## src/rtl/keypad_scanner.sv

```systemverilog
// 4x3 matrix keypad scanner: walks one active-low column at a time, samples the
// synchronized rows once per column dwell and debounces each of the 12 keys.
module keypad_scanner #(
    parameter int unsigned SCAN_DIV       = 1000,
    parameter int unsigned DEBOUNCE_SCANS = 4
) (
    input  logic        clk_raw,
    input  logic        rst_n,
    input  logic [2:0]  row_n,
    output logic [3:0]  col_n,
    output logic [11:0] keystroke,
    output logic [11:0] key_down
);

    localparam int unsigned     DIV_W      = (SCAN_DIV > 1) ? $clog2(SCAN_DIV) : 1;
    localparam logic [DIV_W-1:0] DIV_LAST  = DIV_W'(SCAN_DIV - 1);
    localparam logic [2:0]      DEB_TARGET = 3'(DEBOUNCE_SCANS);

    typedef enum logic {
        ST_SETTLE = 1'b0,
        ST_SAMPLE = 1'b1
    } phase_t;

    phase_t            state_r, state_s;
    logic [2:0]        row_meta_r, row_sync_r;
    logic [DIV_W-1:0]  div_cnt_r, div_cnt_s;
    logic [1:0]        col_idx_r, col_idx_s;
    logic [3:0]        col_n_r, col_n_s;
    logic [11:0]       keystroke_r, keystroke_s;
    logic [11:0]       key_down_r, key_down_s;
    logic [11:0][2:0]  deb_cnt_r, deb_cnt_s;
    logic [11:0]       col_mask_s;
    logic [11:0]       raw_s;

    // Two-flop synchronizer for the asynchronous row inputs
    always_ff @(posedge clk_raw) begin
        if (!rst_n) begin
            row_meta_r <= 3'b111;
            row_sync_r <= 3'b111;
        end else begin
            row_meta_r <= row_n;
            row_sync_r <= row_meta_r;
        end
    end

    // Phase state register
    always_ff @(posedge clk_raw) begin
        if (!rst_n) begin
            state_r <= ST_SETTLE;
        end else begin
            state_r <= state_s;
        end
    end

    // Dwell counter, phase and column sequencing
    always_comb begin
        div_cnt_s = (div_cnt_r == DIV_LAST) ? {DIV_W{1'b0}} : div_cnt_r + DIV_W'(1);
        state_s   = (div_cnt_s == DIV_LAST) ? ST_SAMPLE : ST_SETTLE;
        case (state_r)
            ST_SAMPLE: col_idx_s = col_idx_r + 2'd1;
            ST_SETTLE: col_idx_s = col_idx_r;
            default:   col_idx_s = col_idx_r;
        endcase
        col_n_s = ~(4'b0001 << col_idx_s);
    end

    // Key-slot mask of the column currently being driven
    always_comb begin
        case (col_idx_r)
            2'd0:    col_mask_s = 12'b000_000_000_111;
            2'd1:    col_mask_s = 12'b000_000_111_000;
            2'd2:    col_mask_s = 12'b000_111_000_000;
            2'd3:    col_mask_s = 12'b111_000_000_000;
            default: col_mask_s = 12'b000_000_000_000;
        endcase
        raw_s = ~{row_sync_r, row_sync_r, row_sync_r, row_sync_r};
    end

    // Per-key debounce: a key toggles once DEBOUNCE_SCANS disagreeing samples arrive in a row
    always_comb begin
        keystroke_s = keystroke_r;
        deb_cnt_s   = deb_cnt_r;
        for (int k = 0; k < 12; k++) begin
            if ((state_r == ST_SAMPLE) && col_mask_s[4'(k)]) begin
                if (raw_s[4'(k)] == keystroke_r[4'(k)]) begin
                    deb_cnt_s[4'(k)] = 3'd0;
                end else if ((deb_cnt_r[4'(k)] + 3'd1) == DEB_TARGET) begin
                    keystroke_s[4'(k)] = ~keystroke_r[4'(k)];
                    deb_cnt_s[4'(k)]   = 3'd0;
                end else begin
                    deb_cnt_s[4'(k)] = deb_cnt_r[4'(k)] + 3'd1;
                end
            end else begin
                deb_cnt_s[4'(k)] = deb_cnt_r[4'(k)];
            end
        end
        key_down_s = keystroke_s & ~keystroke_r;
    end

    // Scan, debounce and output registers
    always_ff @(posedge clk_raw) begin
        if (!rst_n) begin
            div_cnt_r   <= {DIV_W{1'b0}};
            col_idx_r   <= 2'd0;
            col_n_r     <= 4'b1110;
            keystroke_r <= 12'h000;
            key_down_r  <= 12'h000;
            deb_cnt_r   <= '0;
        end else begin
            div_cnt_r   <= div_cnt_s;
            col_idx_r   <= col_idx_s;
            col_n_r     <= col_n_s;
            keystroke_r <= keystroke_s;
            key_down_r  <= key_down_s;
            deb_cnt_r   <= deb_cnt_s;
        end
    end

    assign col_n     = col_n_r;
    assign keystroke = keystroke_r;
    assign key_down  = key_down_r;

endmodule

```

## config.mk

```make
export PLATFORM = sky130hd
export DESIGN_NAME = keypad_scanner
export DESIGN_NICKNAME = d
export VERILOG_FILES = /design/src/rtl/keypad_scanner.sv
export SDC_FILE = /design/constraint.sdc
export NUM_CORES = 1
export LEC_CHECK = 0
export CAP_MARGIN = 40
export CORE_MARGIN = 4
export CORE_UTILIZATION = 56
export DETAILED_ROUTE_END_ITERATION = 8
export PLACE_DENSITY = 0.78
export SLEW_MARGIN = 5
export SYNTH_ARGS = -nofsm -noshare
export SYNTH_HDL_FRONTEND = slang
export SYNTH_SLANG_ARGS = --single-unit
```

## constraint.sdc

```tcl
create_clock -name clk_raw -period 1.75 [get_ports clk_raw]
set_input_delay 0.175 -clock clk_raw [delete_from_list [all_inputs] [get_ports clk_raw]]
set_output_delay 0.175 -clock clk_raw [all_outputs]
set_load 0.01 [all_outputs]
```

After elaboration in Yosys (flattened, before gate mapping)
Cells that the tools add are included.
- add/subtract/negate cells: 10
- multiply operators: 0
- divide/modulo/power cells: 0
- $lt $le $gt $ge: 0
- eq/ne operators: 21
- shift-type cells: 1
- multiplexer cells: 44
- bitwise operators: 13
- reduce and logical (&&, ||, !) cells: 9
- operators by type and width (kind ; count):
    3-bit 2-to-1 mux ; 16
    8-bit case mux with 4 select lines ; 1
    1-bit 2-to-1 mux ; 25
    3-bit by 1-bit adder with 3-bit output (second input constant) ; 8
    3-bit == test (second input constant) ; 8
    10-bit == test (second input constant) ; 2
    8-bit by 12-bit bitwise AND with 12-bit output ; 1
    8-bit inverter with 12-bit output ; 1
    10-bit by 1-bit adder with 10-bit output (second input constant) ; 1
    10-bit 2-to-1 mux ; 1
    1-bit inverter ; 9
    1-bit == test ; 8
    1-bit logical AND ; 8
    8-bit inverter ; 1
    2-bit == test (second input constant) ; 2
    4-bit inverter ; 1
    2-bit case mux with 2 select lines ; 1
    1-bit by 2-bit << shifter with 4-bit output (first input constant) ; 1
    2-bit by 1-bit adder with 2-bit output (second input constant) ; 1
    2-bit by 1-bit == test with 1-bit output (second input constant) ; 1
    2-bit logical NOT ; 1
- register bits: 67
- bits in latches: 0
- memory bits (writable): 0
- bits in read-only memories: 0
- input bits: 5
- logic and storage cells: 114
- memories kept: 0

Longest topological paths before layout
- word-level depth: 6
- depth in mapped cells: 7
- gate-level depth less buffers: 6

Worst setup path after synthesis
Ideal clock, no wire load.
- path type: reg-to-reg
- start: register div_cnt_r[0]
- end: register state_r
- data arrival time: 1432 ps
- required time: 1663 ps
- slack: 230 ps
- cell stages (with the launch flop): 6
- clock period less this slack: 1520 ps
- cells stage by stage: dfxtp_1 -> ha_1 -> or3b_1 -> a21oi_1 -> o2111ai_1 -> nor4b_2
- cells in the longest elaborated chain, start to end: 4
- RTL lines (element ; RTL line ; RTL):
    start, declared ; 26 ; logic [DIV_W-1:0] div_cnt_r, div_cnt_s;
    start signal, assigned ; 103 ; div_cnt_r <= {DIV_W{1'b0}};
    start signal, assigned ; 110 ; div_cnt_r <= div_cnt_s;
    10-bit by 1-bit adder with 10-bit output / 10-bit == test (equally long branches) ; 57 ; div_cnt_s = (div_cnt_r == DIV_LAST) ? {DIV_W{1'b0}} : div_cnt_r + DIV_W'(1);
    10-bit 2-to-1 mux (*) ; 57 ;
    10-bit == test (*) ; 58 ; state_s = (div_cnt_s == DIV_LAST) ? ST_SAMPLE : ST_SETTLE;
    1-bit 2-to-1 mux (*) ; 58 ;
    end signal, assigned ; 51 ; state_r <= state_s;
    end, declared ; 24 ; phase_t state_r, state_s;
Every way passes the cells marked *; elsewhere a longest branch is shown, timed or not.
A chain may end at the register's enable or synchronous reset.

Final worst setup path
Ends and elaborated chain as after synthesis.

==> metrics.yaml <==
outcome:
  run_status: "finished, final reports clean"
cells_and_area:
  syn2layout_area_growth_pct: 14.13
  instances_no_fill: 432
  post-route-util: 0.6757
  antenna_cells: 0
  fin_nets: 386
  final_layout_size_suffix_gt1_frac: 0.06906
  final_area_um2: 3517
detailed_routing:
  dr.pass1.iters: 4
  remaining_drc_errors: 0
  totalWireLength_um: 5282
  drtAntennaViolNets: 0
  via_per_inst: 5.259
  num_vias: 2272
  dr.first_iter.drc_count: 44
  wire_per_inst_um: 12.23
pwr:
  p_switching_mw: 0.5803
  ir_worst_vdd_mv: 0.5604
  p_per_area_nw_per_um2: 741.3
  finalPower_mw: 2.607
  clkPwrFrac: 0.394
  p_comb_frac: 0.042
  power_leakage_nw: 1.377
  p_int_mw: 2.027
  swShare: 0.2225
  seqPwrFrac: 0.565
logic_synthesis:
  yosys.cell_count.top_type: "dfxtp_1"
  ys_seq_elements: 63
  yosysWarningCount: 0
  ys_top_cells_by_count: "dfxtp_1 (63), and2_1 (21), ha_1 (21), nand3_1 (21), nor2_1 (20)"
  ys_async_sr_fraction: 0
  avgSynthCellArea_um2: 9.227
  synth_ff_type: "dfxtp_1"
  ys_types: 41
  synth_largest_area_cell: "dfxtp_1"
  synth_area_um2: 3082
  yosysSeqAreaShare: 0.4093
  syn-instance-count: 334
  synthTopCellsByArea: "dfxtp_1 (41%), ha_1 (8.5%), xor2_1 (5.1%)"
  synth-edff-count: 0
  synth_top_cell_area_share: 0.4093
placed_design:
  portBuffers: 24
  dpl_cell_area_um2: 3359
  hpwl_um: 3797
  dp_slack_ns: 0.1348
  dp.cells: 419
  place_congestion: 0.8050
floorplan:
  core_area_um2: 5205
  die_w_um: 82.18
  ios: 33
  row_count: 26
  die_y_um: 82.18
  dieArea_um2: 6754
  initial_core_util: 0.5921
worst_setup_path:
  crit_path_start_kind: "flip-flop"
  crit_fanout: 6
  endpoint_kind: "flip-flop"
  crit_type: "reg2reg"
  required_ns: 1.99
  worst_ep_arrival_time_ns: 1.84
flow_run:
  max-cap-violations: 0
clock_tree:
  clkLatencyLatePin_ns: 0.32
  ctsHoldBuffers: 0
  clk_pin_slew_worst_paths_ns: 0.06
  postCtsSetupBuffers: 0
  numCtsBuffers: 9
  cts-root-buf: "clkbuf_8"
  clock-sinks: 63
  ctsLongestPathBuffers: 2
  htreeDepth: 3
  cts_tree: "built"
  cts_resized: 0
sta:
  tns_ns: 0
  setup_viol: 0
  finalHoldViolCount: 0
  rsz0062_at_grt: "no"
  final.min_clock_period_ns: 1.600
  drv_slew: 0
  max_freq_mhz: 625.0
  hold_ws_ns: 0.4071
  setup_ws_ns: 0.1501
  fin_worst_skew_ns: 0.006162
  period_share: 0.9142
  slew_headroom: 0.6572
  tightest_slew_ns: 0.5134
global_route:
  overflow: 0
  grt_usage: 0.1752
  grt_pass1_vias: 2176
  grt_max_degree: 33
  antenna_found_initial: 0
  grt_first_pass_wirelength_um: 9204
hold_path:
  worstHoldPathType: "in2reg"
==> placed cells by master, fill, tap and decap left out, types with 3 or more instances in the layout <==
master	count
nand3b_1	3
a2111oi_0	5
and2_1	21
nand4_1	9
nor3_1	15
xnor2_1	8
nand2b_1	9
a21boi_1	16
clkbuf_8	10
ha_1	21
nor2_1	20
conb_1	8
nand3_1	21
nor2b_1	10
xor2_1	18
clkdlybuf4s50_1	24
inv_1	6
o21ai_1	8
dfxtp_1	63
buf_4	5
nand2_1	17
a21oi_1	7
o21a_1	8
==> worst max-delay path, cell delays in order (launching register included) <==
cell and delay, ns:
dfxtp_1 0.34, ha_1 0.27, or3b_1 0.39, a21oi_1 0.13, o2111ai_1 0.15, nor4b_2 0.25
==> kinds of logic after synthesis <==
logic type	share of synthesized area
xor+xnor	0.08445
flops	0.4093
compound gates	0.1194
buf+inv	0.05075
other cells	0.001217
mux	0.003248
fa+ha+maj	0.08526
simple gates	0.2464
==> registers in the layout (all words and copies together) (netlist names) <==
signal,cells
col_idx_r,2
col_n,4
deb_cnt_r,24
div_cnt_r,10
key_down,8
keystroke,8
row_meta_r,3
row_sync_r,3
state_r,1
==> routing by layer <==
| layer | share of wire | routed length (um) | up-vias | GRT usage |
|---|---|---|---|---|
| met5 | 0 | 0 | - | 0 |
| met1 | 0.48 | 2512 | 1040 | 0.2128 |
| met4 | 0.019 | 101 | 0 | 0.08804 |
| met3 | 0.037 | 196 | 10 | 0.04013 |
| li1 | - | - | 1187 | - |
| met2 | 0.47 | 2472 | 35 | 0.2893 |
==> final cells by class <==
| class | instances | area, um2 |
|---|---|---|
| Multi-Input combinational cell | 250 | 1697 |
| Fill cell | 429 | 1688 |
| Sequential cell | 63 | 1261 |
| Timing Repair Buffer | 30 | 297.8 |
| Clock buffer | 11 | 141.4 |
| Tap cell | 70 | 87.58 |
| Inverter | 6 | 22.52 |
| Clock inverter | 2 | 10.01 |
==> path summary, 6_finish.rpt <==
path	from	slack, ns	end	cells after the start
setup / recovery	div_cnt_r[0]$_SDFF_PN0_	0.15	state_r$_SDFF_PN0_	5
hold reg to reg	row_meta_r[1]$_SDFF_PN1_	0.41	row_sync_r[1]$_SDFF_PN1_	1
hold / removal	row_n[0]	0.41	row_meta_r[0]$_SDFF_PN1_	2
setup reg to reg	div_cnt_r[0]$_SDFF_PN0_	0.15	state_r$_SDFF_PN0_	5
==> power groups by stage <==
stage / clock network, mW / registers [mW] / logic (mW)
floorplan: 0 / 1.49 / 0.0973
global placement: 0 / 1.50 / 0.105
finish: 1.03 / 1.47 / 0.108
global route: 1.13 / 1.47 / 0.122
detailed placement: 0 / 1.50 / 0.107
CTS: 1.05 / 1.47 / 0.108
Power figures use the tool's default switching activity.
